### config.mk
export PLATFORM = sky130hd
export DESIGN_NAME = frame_scheduler
export DESIGN_NICKNAME = d
export VERILOG_FILES = /design/src/rtl/modem_pkg.sv /design/src/rtl/sym_mask.sv /design/src/rtl/frame_scheduler.sv
export SDC_FILE = /design/constraint.sdc
export NUM_CORES = 1
export LEC_CHECK = 0
export BUFFER_PORTS_ARGS = -buffer_cell sky130_fd_sc_hd__buf_2
export CAP_MARGIN = 10
export CORE_UTILIZATION = 50
export CTS_CLUSTER_DIAMETER = 80
export DETAILED_ROUTE_END_ITERATION = 10
export PLACE_DENSITY = 0.79
export SETUP_SLACK_MARGIN = 0.3
export SYNTH_ARGS = -nofsm -noshare
export SYNTH_HDL_FRONTEND = slang
export SYNTH_SLANG_ARGS = --single-unit
### constraint.sdc
create_clock -name clk_symbol -period 2.2 [get_ports clk_symbol]
set_input_delay 0.22 -clock clk_symbol [delete_from_list [all_inputs] [get_ports clk_symbol]]
set_output_delay 0.22 -clock clk_symbol [all_outputs]
set_load 0.02 [all_outputs]
### src/rtl/modem_pkg.sv
// modem_pkg: constants and state type shared across the QPSK/16QAM modulation path
package modem_pkg;
    localparam logic [1:0] ST_IDLE  = 2'd0;
    localparam logic [1:0] ST_PILOT = 2'd1;
    localparam logic [1:0] ST_DATA  = 2'd2;
    localparam logic [1:0] ST_GUARD = 2'd3;
    localparam logic MOD_QPSK  = 1'b0;
    localparam logic MOD_16QAM = 1'b1;
    localparam int SYM_WIDTH = 4;
    typedef enum logic [1:0] {
        S_IDLE  = ST_IDLE,
        S_PILOT = ST_PILOT,
        S_DATA  = ST_DATA,
        S_GUARD = ST_GUARD
    } state_e;
endpackage

### src/rtl/sym_mask.sv
// sym_mask: restricts a symbol to the active constellation bits (QPSK keeps only [1:0])
module sym_mask
    import modem_pkg::*;
(
    input  logic                 mod_type,
    input  logic [SYM_WIDTH-1:0] sym_in,
    output logic [SYM_WIDTH-1:0] sym_out
);
    assign sym_out = (mod_type == MOD_16QAM) ? sym_in : {2'b00, sym_in[1:0]};
endmodule

### src/rtl/frame_scheduler.sv
// frame_scheduler: emits pilot preamble, payload and zero guard per frame, one symbol per clk_symbol.
// Define FRAME_SCHED_FRAME_CNT_EN to add the 16-bit completed-frame counter output frame_cnt.
module frame_scheduler
    import modem_pkg::*;
#(
    parameter int ADDR_WIDTH  = 6,
    parameter int PILOT_LEN   = 64,
    parameter int PAYLOAD_LEN = 256,
    parameter int GUARD_LEN   = 8,
    parameter int CNT_WIDTH   = 10
) (
    input  logic                  clk_symbol,
    input  logic                  rst_n,
    input  logic                  start,
    input  logic                  continuous,
    input  logic                  abort,
    input  logic                  mod_type,
    output logic [ADDR_WIDTH-1:0] pilot_addr,
    input  logic [SYM_WIDTH-1:0]  pilot_data,
    output logic                  data_req,
    input  logic                  data_valid,
    input  logic [SYM_WIDTH-1:0]  data_in,
    output logic [SYM_WIDTH-1:0]  sym_out,
    output logic                  sym_valid,
    output logic                  mod_active,
    output logic                  busy,
    output logic                  frame_done,
    output logic                  underflow
`ifdef FRAME_SCHED_FRAME_CNT_EN
    ,
    output logic [15:0]           frame_cnt
`endif
);
    localparam logic [CNT_WIDTH-1:0] P_LAST = CNT_WIDTH'(PILOT_LEN - 1);
    localparam logic [CNT_WIDTH-1:0] D_LAST = CNT_WIDTH'(PAYLOAD_LEN - 1);
    localparam logic [CNT_WIDTH-1:0] G_LAST = CNT_WIDTH'(GUARD_LEN > 0 ? GUARD_LEN - 1 : 0);
    localparam bit HAS_GUARD = GUARD_LEN > 0;

    state_e state_q, state_d;
    logic [CNT_WIDTH-1:0] cnt_q, cnt_d;
    logic [SYM_WIDTH-1:0] sym_q, sym_d, pilot_sym, data_sym;
    logic valid_q, valid_d, mod_q, mod_d, done_q, done_d, uf_q, uf_d, frame_end;

    // Both paths mask with the latched type so pilot and payload share one constellation.
    sym_mask u_pilot_mask (.mod_type(mod_q), .sym_in(pilot_data), .sym_out(pilot_sym));
    sym_mask u_data_mask  (.mod_type(mod_q), .sym_in(data_in),    .sym_out(data_sym));

    assign frame_end = (state_q == S_DATA && cnt_q == D_LAST && !HAS_GUARD) ||
                       (state_q == S_GUARD && cnt_q == G_LAST);

    always_comb begin
        state_d = state_q;
        cnt_d   = cnt_q + 1'b1;
        sym_d   = '0;
        valid_d = 1'b0;
        done_d  = 1'b0;
        mod_d   = mod_q;
        uf_d    = uf_q;
        case (state_q)
            S_IDLE: begin
                cnt_d = '0;
                if (start) begin
                    state_d = S_PILOT;
                    mod_d   = mod_type;
                    uf_d    = 1'b0;
                end
            end
            S_PILOT: begin
                valid_d = 1'b1;
                sym_d   = pilot_sym;
                if (cnt_q == P_LAST) begin
                    state_d = S_DATA;
                    cnt_d   = '0;
                end
            end
            S_DATA: begin
                valid_d = 1'b1;
                sym_d   = data_valid ? data_sym : '0;
                uf_d    = uf_q | ~data_valid;
                if (cnt_q == D_LAST) begin
                    state_d = S_GUARD;
                    cnt_d   = '0;
                end
            end
            S_GUARD: valid_d = 1'b1;
        endcase
        if (frame_end) begin
            done_d  = 1'b1;
            cnt_d   = '0;
            state_d = continuous ? S_PILOT : S_IDLE;
            if (continuous) begin
                mod_d = mod_type;
                uf_d  = 1'b0;
            end
        end
        // Abort outranks start and frame end, and leaves the underflow flag as it was.
        if (abort) begin
            state_d = S_IDLE;
            cnt_d   = '0;
            sym_d   = '0;
            valid_d = 1'b0;
            done_d  = 1'b0;
            mod_d   = mod_q;
            uf_d    = uf_q;
        end
    end

    always_ff @(posedge clk_symbol or negedge rst_n) begin
        if (!rst_n) begin
            state_q <= S_IDLE;
            cnt_q   <= '0;
            sym_q   <= '0;
            valid_q <= 1'b0;
            mod_q   <= 1'b0;
            done_q  <= 1'b0;
            uf_q    <= 1'b0;
        end else begin
            state_q <= state_d;
            cnt_q   <= cnt_d;
            sym_q   <= sym_d;
            valid_q <= valid_d;
            mod_q   <= mod_d;
            done_q  <= done_d;
            uf_q    <= uf_d;
        end
    end

`ifdef FRAME_SCHED_FRAME_CNT_EN
    logic [15:0] frame_cnt_q;
    always_ff @(posedge clk_symbol or negedge rst_n) begin
        if (!rst_n) frame_cnt_q <= '0;
        else if (done_d) frame_cnt_q <= frame_cnt_q + 16'd1;
    end
    assign frame_cnt = frame_cnt_q;
`endif

    assign pilot_addr = (state_q == S_PILOT) ? cnt_q[ADDR_WIDTH-1:0] : '0;
    assign data_req   = state_q == S_DATA;
    assign busy       = state_q != S_IDLE;
    assign sym_out    = sym_q;
    assign sym_valid  = valid_q;
    assign mod_active = mod_q;
    assign frame_done = done_q;
    assign underflow  = uf_q;
endmodule

==> qor.tcl <==
set qor(finalNetCount) 168
set qor(ys_top_cells_by_count) {sky130_fd_sc_hd__nor2_1 (21), sky130_fd_sc_hd__dfrtp_1 (20), sky130_fd_sc_hd__and2_1 (6), sky130_fd_sc_hd__ha_1 (6), sky130_fd_sc_hd__nand2_1 (6)}
set qor(timing.reg2reg.worst_path_depth) 5
set qor(die_boundary_width_microns) 48.4
set qor(synth.yosys.warnings) 0
set qor(timing_max_transition_violations_final) 0
set qor(status) {complete, no violations}
set qor(fp.dieH_microns) 48.4
set qor(seq_power_share_pct) 32.7
set qor(core_sq_mm) 0.00198
set qor(cts_num_sinks) 20
set qor(cts_root_buffer) {sky130_fd_sc_hd__clkbuf_4}
set qor(crit_fanout) 5
set qor(synth_top_family_by_area) {simple AND/OR/NAND/NOR gates}
set qor(postSynth.topFlopCell) {sky130_fd_sc_hd__dfrtp_1}
set qor(buffer_ports.inserted) 30
set qor(gpl.final_weighted_congestion) 0.813
set qor(layout_worst_path_cycle_share_pct) 83.3
set qor(area_growth_syn_to_layout_pct) 37.5
set qor(cts_max_path_buffers) 2
set qor(yosys.area_share.simple_pct) 22.7
set qor(power-per-cell-area_mw_per_mm2) 999
set qor(switching_share_pct) 38.6
set qor(worst_hold_path.num_cells) 2
set qor(setup.worst_path.end_class) {register}
set qor(power.internal_mw) 0.907
set qor(detailed_place_hpwl_microns) 1630
set qor(first_global_vias) 906
set qor(synth_top_cell_by_area) {sky130_fd_sc_hd__dfrtp_1}
set qor(io_pins) 31
set qor(antenna-diode-count) 0
set qor(initial_core_util_pct) 54.2
set qor(fillers) 127
set qor(row_count) 16
set qor(grt_util_all_layers_pct) 22.4
set qor(worst-endpoint-required_ns) 2.39
set qor(switchingPower_mw) 0.569
set qor(cp.arrival_ns) 2.03
set qor(ant_nets) 0
set qor(drt_pre_antenna_iters) 5
set qor(yosys.cell_count.top_type) {sky130_fd_sc_hd__nor2_1}
set qor(post_route_cells_drive_above_1_share_pct) 39.7
set qor(synth_edf_count) 0
set qor(synth.avg_cell_area_sq_um) 9.86
set qor(antenna_found_initial) 0
set qor(timing.fmax_ghz) 0.546
set qor(tritoncts) {built}
set qor(post_drt_via_cell_ratio) 5.64
set qor(max_cap_violations) 0
set qor(rsz0062_at_grt) {true}
set qor(post_synthesis_instance_area_sq_mm) 0.00107
set qor(finish.utilization_pct) 74.6
set qor(finalClockSkew_ns) 0.00797
set qor(finalSetupViolations) 0
set qor(post_synth_inst_count) 109
set qor(tritoncts.num_buffers) 3
set qor(vdd_ir_drop_max_v) 0.000854
set qor(seq_area_frac_synth_pct) 46.6
set qor(remaining_design_rule_violation_count) 0
set qor(p_total_mw) 1.48
set qor(yosys-top-cells-area) {sky130_fd_sc_hd__dfrtp_1 (47%), sky130_fd_sc_hd__nor2_1 (7.3%), sky130_fd_sc_hd__ha_1 (7.0%)}
set qor(post_synth_fa_ha_maj_area_fraction_pct) 6.98
set qor(clockPowerShare_pct) 20.5
set qor(combinationalPowerShare_pct) 46.8
set qor(synth.net_count) 130
set qor(measured_slew_at_the_worst_slew_check_pin_ns) 0.455
set qor(fraction_of_the_mapped_netlist_area_in_compound_gates_pct) 14.6
set qor(worst-setup-path-type) {reg2reg}
set qor(global_route_wire_length_before_repair_microns) 4060
set qor(post_drt_wl_per_cell_microns) 14.7
set qor(die_area_sq_mm) 0.00234
set qor(worst_setup_hold_path_clk_slew_ns) 0.12
set qor(num_vias) 975
set qor(finalWirelength_microns) 2550
set qor(htree_num_levels) 1
set qor(drt-initial-drc-count) 31
set qor(min-delay-path-class) {in2reg}
set qor(yosys-mux-area-fraction_pct) 1.05
set qor(clkLatencyLatePin_ns) 0.31
set qor(fin_tns_setup_ns) 0
set qor(yosys.area_share.xor_xnor_pct) 5.70
set qor(ys_async_sr_fraction_pct) 100
set qor(globalRouteOverflowTotal) 0
set qor(largest_net_degree_at_the_start_of_global_routing) 21
set qor(timing.critical_path.from_type) {register}
set qor(layout_min_cycle_time_ns) 1.83
set qor(netlist-cell-type-count) 33
set qor(synth.ff_latch_count) 20
set qor(synth_top_area_share_pct) 46.6
set qor(report.final.hold_viol_count) 0
set qor(max-slew-margin-rel_pct) 69.7
set qor(p_leak_nw) 0.674
final timing paths:
check                              startpoint                     to  slack [ns]
max in group asynchronous               rst_n     cnt_q[9]$_DFF_PN0_        1.48
max reg2reg                cnt_q[7]$_DFF_PN0_     cnt_q[9]$_DFF_PN0_        0.37
min reg2reg                cnt_q[0]$_DFF_PN0_     cnt_q[0]$_DFF_PN0_        0.49
min                                continuous  underflow$_DFFE_PN0N_        0.13
min in group asynchronous               rst_n   sym_out[2]$_DFF_PN0_        0.38
max                        cnt_q[7]$_DFF_PN0_     cnt_q[9]$_DFF_PN0_        0.37
per-stage QoR:
| stage | hold slack [ns] | instances | worst slack, ns | area (sq um) |
|---|---|---|---|---|
| after CTS | 0.118 | 171 | 0.273 | 1350 |
| after global routing | 0.139 | 173 | 0.282 | 1480 |
| after floorplan | -0.0756 | 109 | 0.454 | 1070 |
| after global placement | 0.183 | 164 | 0.288 | 1250 |
| after detailed placement | 0.192 | 164 | 0.247 | 1250 |
| final | 0.130 | 173 | 0.368 | 1480 |
power groups by stage:
stage                     registers (mW)  clock network (mW)  logic, mW
after floorplan                    0.520                   0      0.339
after global placement             0.478                   0      0.527
after detailed placement           0.483                   0      0.540
after CTS                          0.476               0.307      0.569
after global routing               0.492               0.318      0.750
final                              0.483               0.302      0.691
kinds of logic after synthesis:
| group | after synthesis |
|---|---|
| xor gates and xnor gates | 7 |
| and+or+nand+nor | 50 |
| AOI/OAI and AO/OA | 18 |
| muxes | 1 |
| adders and majority gates | 6 |
| DFF | 20 |
| buffers and inverters | 7 |
timing repair:
item                       in CTS  in global routing
hold endpoints to repair       20                  0
gates resized for setup         5                 19
hold buffers                    1                  0
buffers inserted                1                  2
pin swaps                       2                  4
setup endpoints to repair      13                 16
gates cloned                    1                  0
sequential cells by signal, indices dropped and copies added, names as in the netlist:
signal	cells
state_q	2
sym_out	4
mod_active	1
underflow	1
sym_valid	1
frame_done	1
cnt_q	10
worst max-delay path, stage by stage (launching register included):
cell and delay (ns):
sky130_fd_sc_hd__dfrtp_1 0.46, sky130_fd_sc_hd__or4_4 0.58, sky130_fd_sc_hd__o31ai_4 0.25, sky130_fd_sc_hd__nand2_4 0.13, sky130_fd_sc_hd__o21ai_4 0.22, sky130_fd_sc_hd__nor2_1 0.08
routing by layer:
layer	vias to the layer above	routed length [microns]	global-route usage, %
met5	-	0	0
met4	0	68	7.35
met3	9	242	4.09
met2	65	1230	37.1
met1	434	1010	29.9
li1	467	-	-
area by class of cell:
class | instances | area (sq um) | area share (%)
clock buffer | 3 | 22.5 | 1.52
inverter | 4 | 15.0 | 1.02
clock inverter | 1 | 30.0 | 2.03
sequential | 20 | 503 | 34.0
timing repair buffer | 35 | 190 | 12.9
tap | 27 | 33.8 | 2.29
multi-input combinational | 83 | 683 | 46.2
layout by cell type, fill, tap and decap left out, types with 2 or more instances in the layout:
master                     instances
sky130_fd_sc_hd__inv_1             4
sky130_fd_sc_hd__o21ai_4           2
sky130_fd_sc_hd__nand3_1           5
sky130_fd_sc_hd__nand3b_1          2
sky130_fd_sc_hd__a32oi_1           4
sky130_fd_sc_hd__and2_1            6
sky130_fd_sc_hd__dfrtp_2           2
sky130_fd_sc_hd__ha_1              3
sky130_fd_sc_hd__nor2_1           20
sky130_fd_sc_hd__nand2_1           5
sky130_fd_sc_hd__dfrtp_1          18
sky130_fd_sc_hd__buf_2            30
sky130_fd_sc_hd__xnor2_1           4
sky130_fd_sc_hd__xor2_1            3
sky130_fd_sc_hd__clkbuf_4          3
sky130_fd_sc_hd__buf_4             4
sky130_fd_sc_hd__nand4_1           3
sky130_fd_sc_hd__ha_4              2
sky130_fd_sc_hd__o21ai_0           2
(Power assumes the default switching activity.)
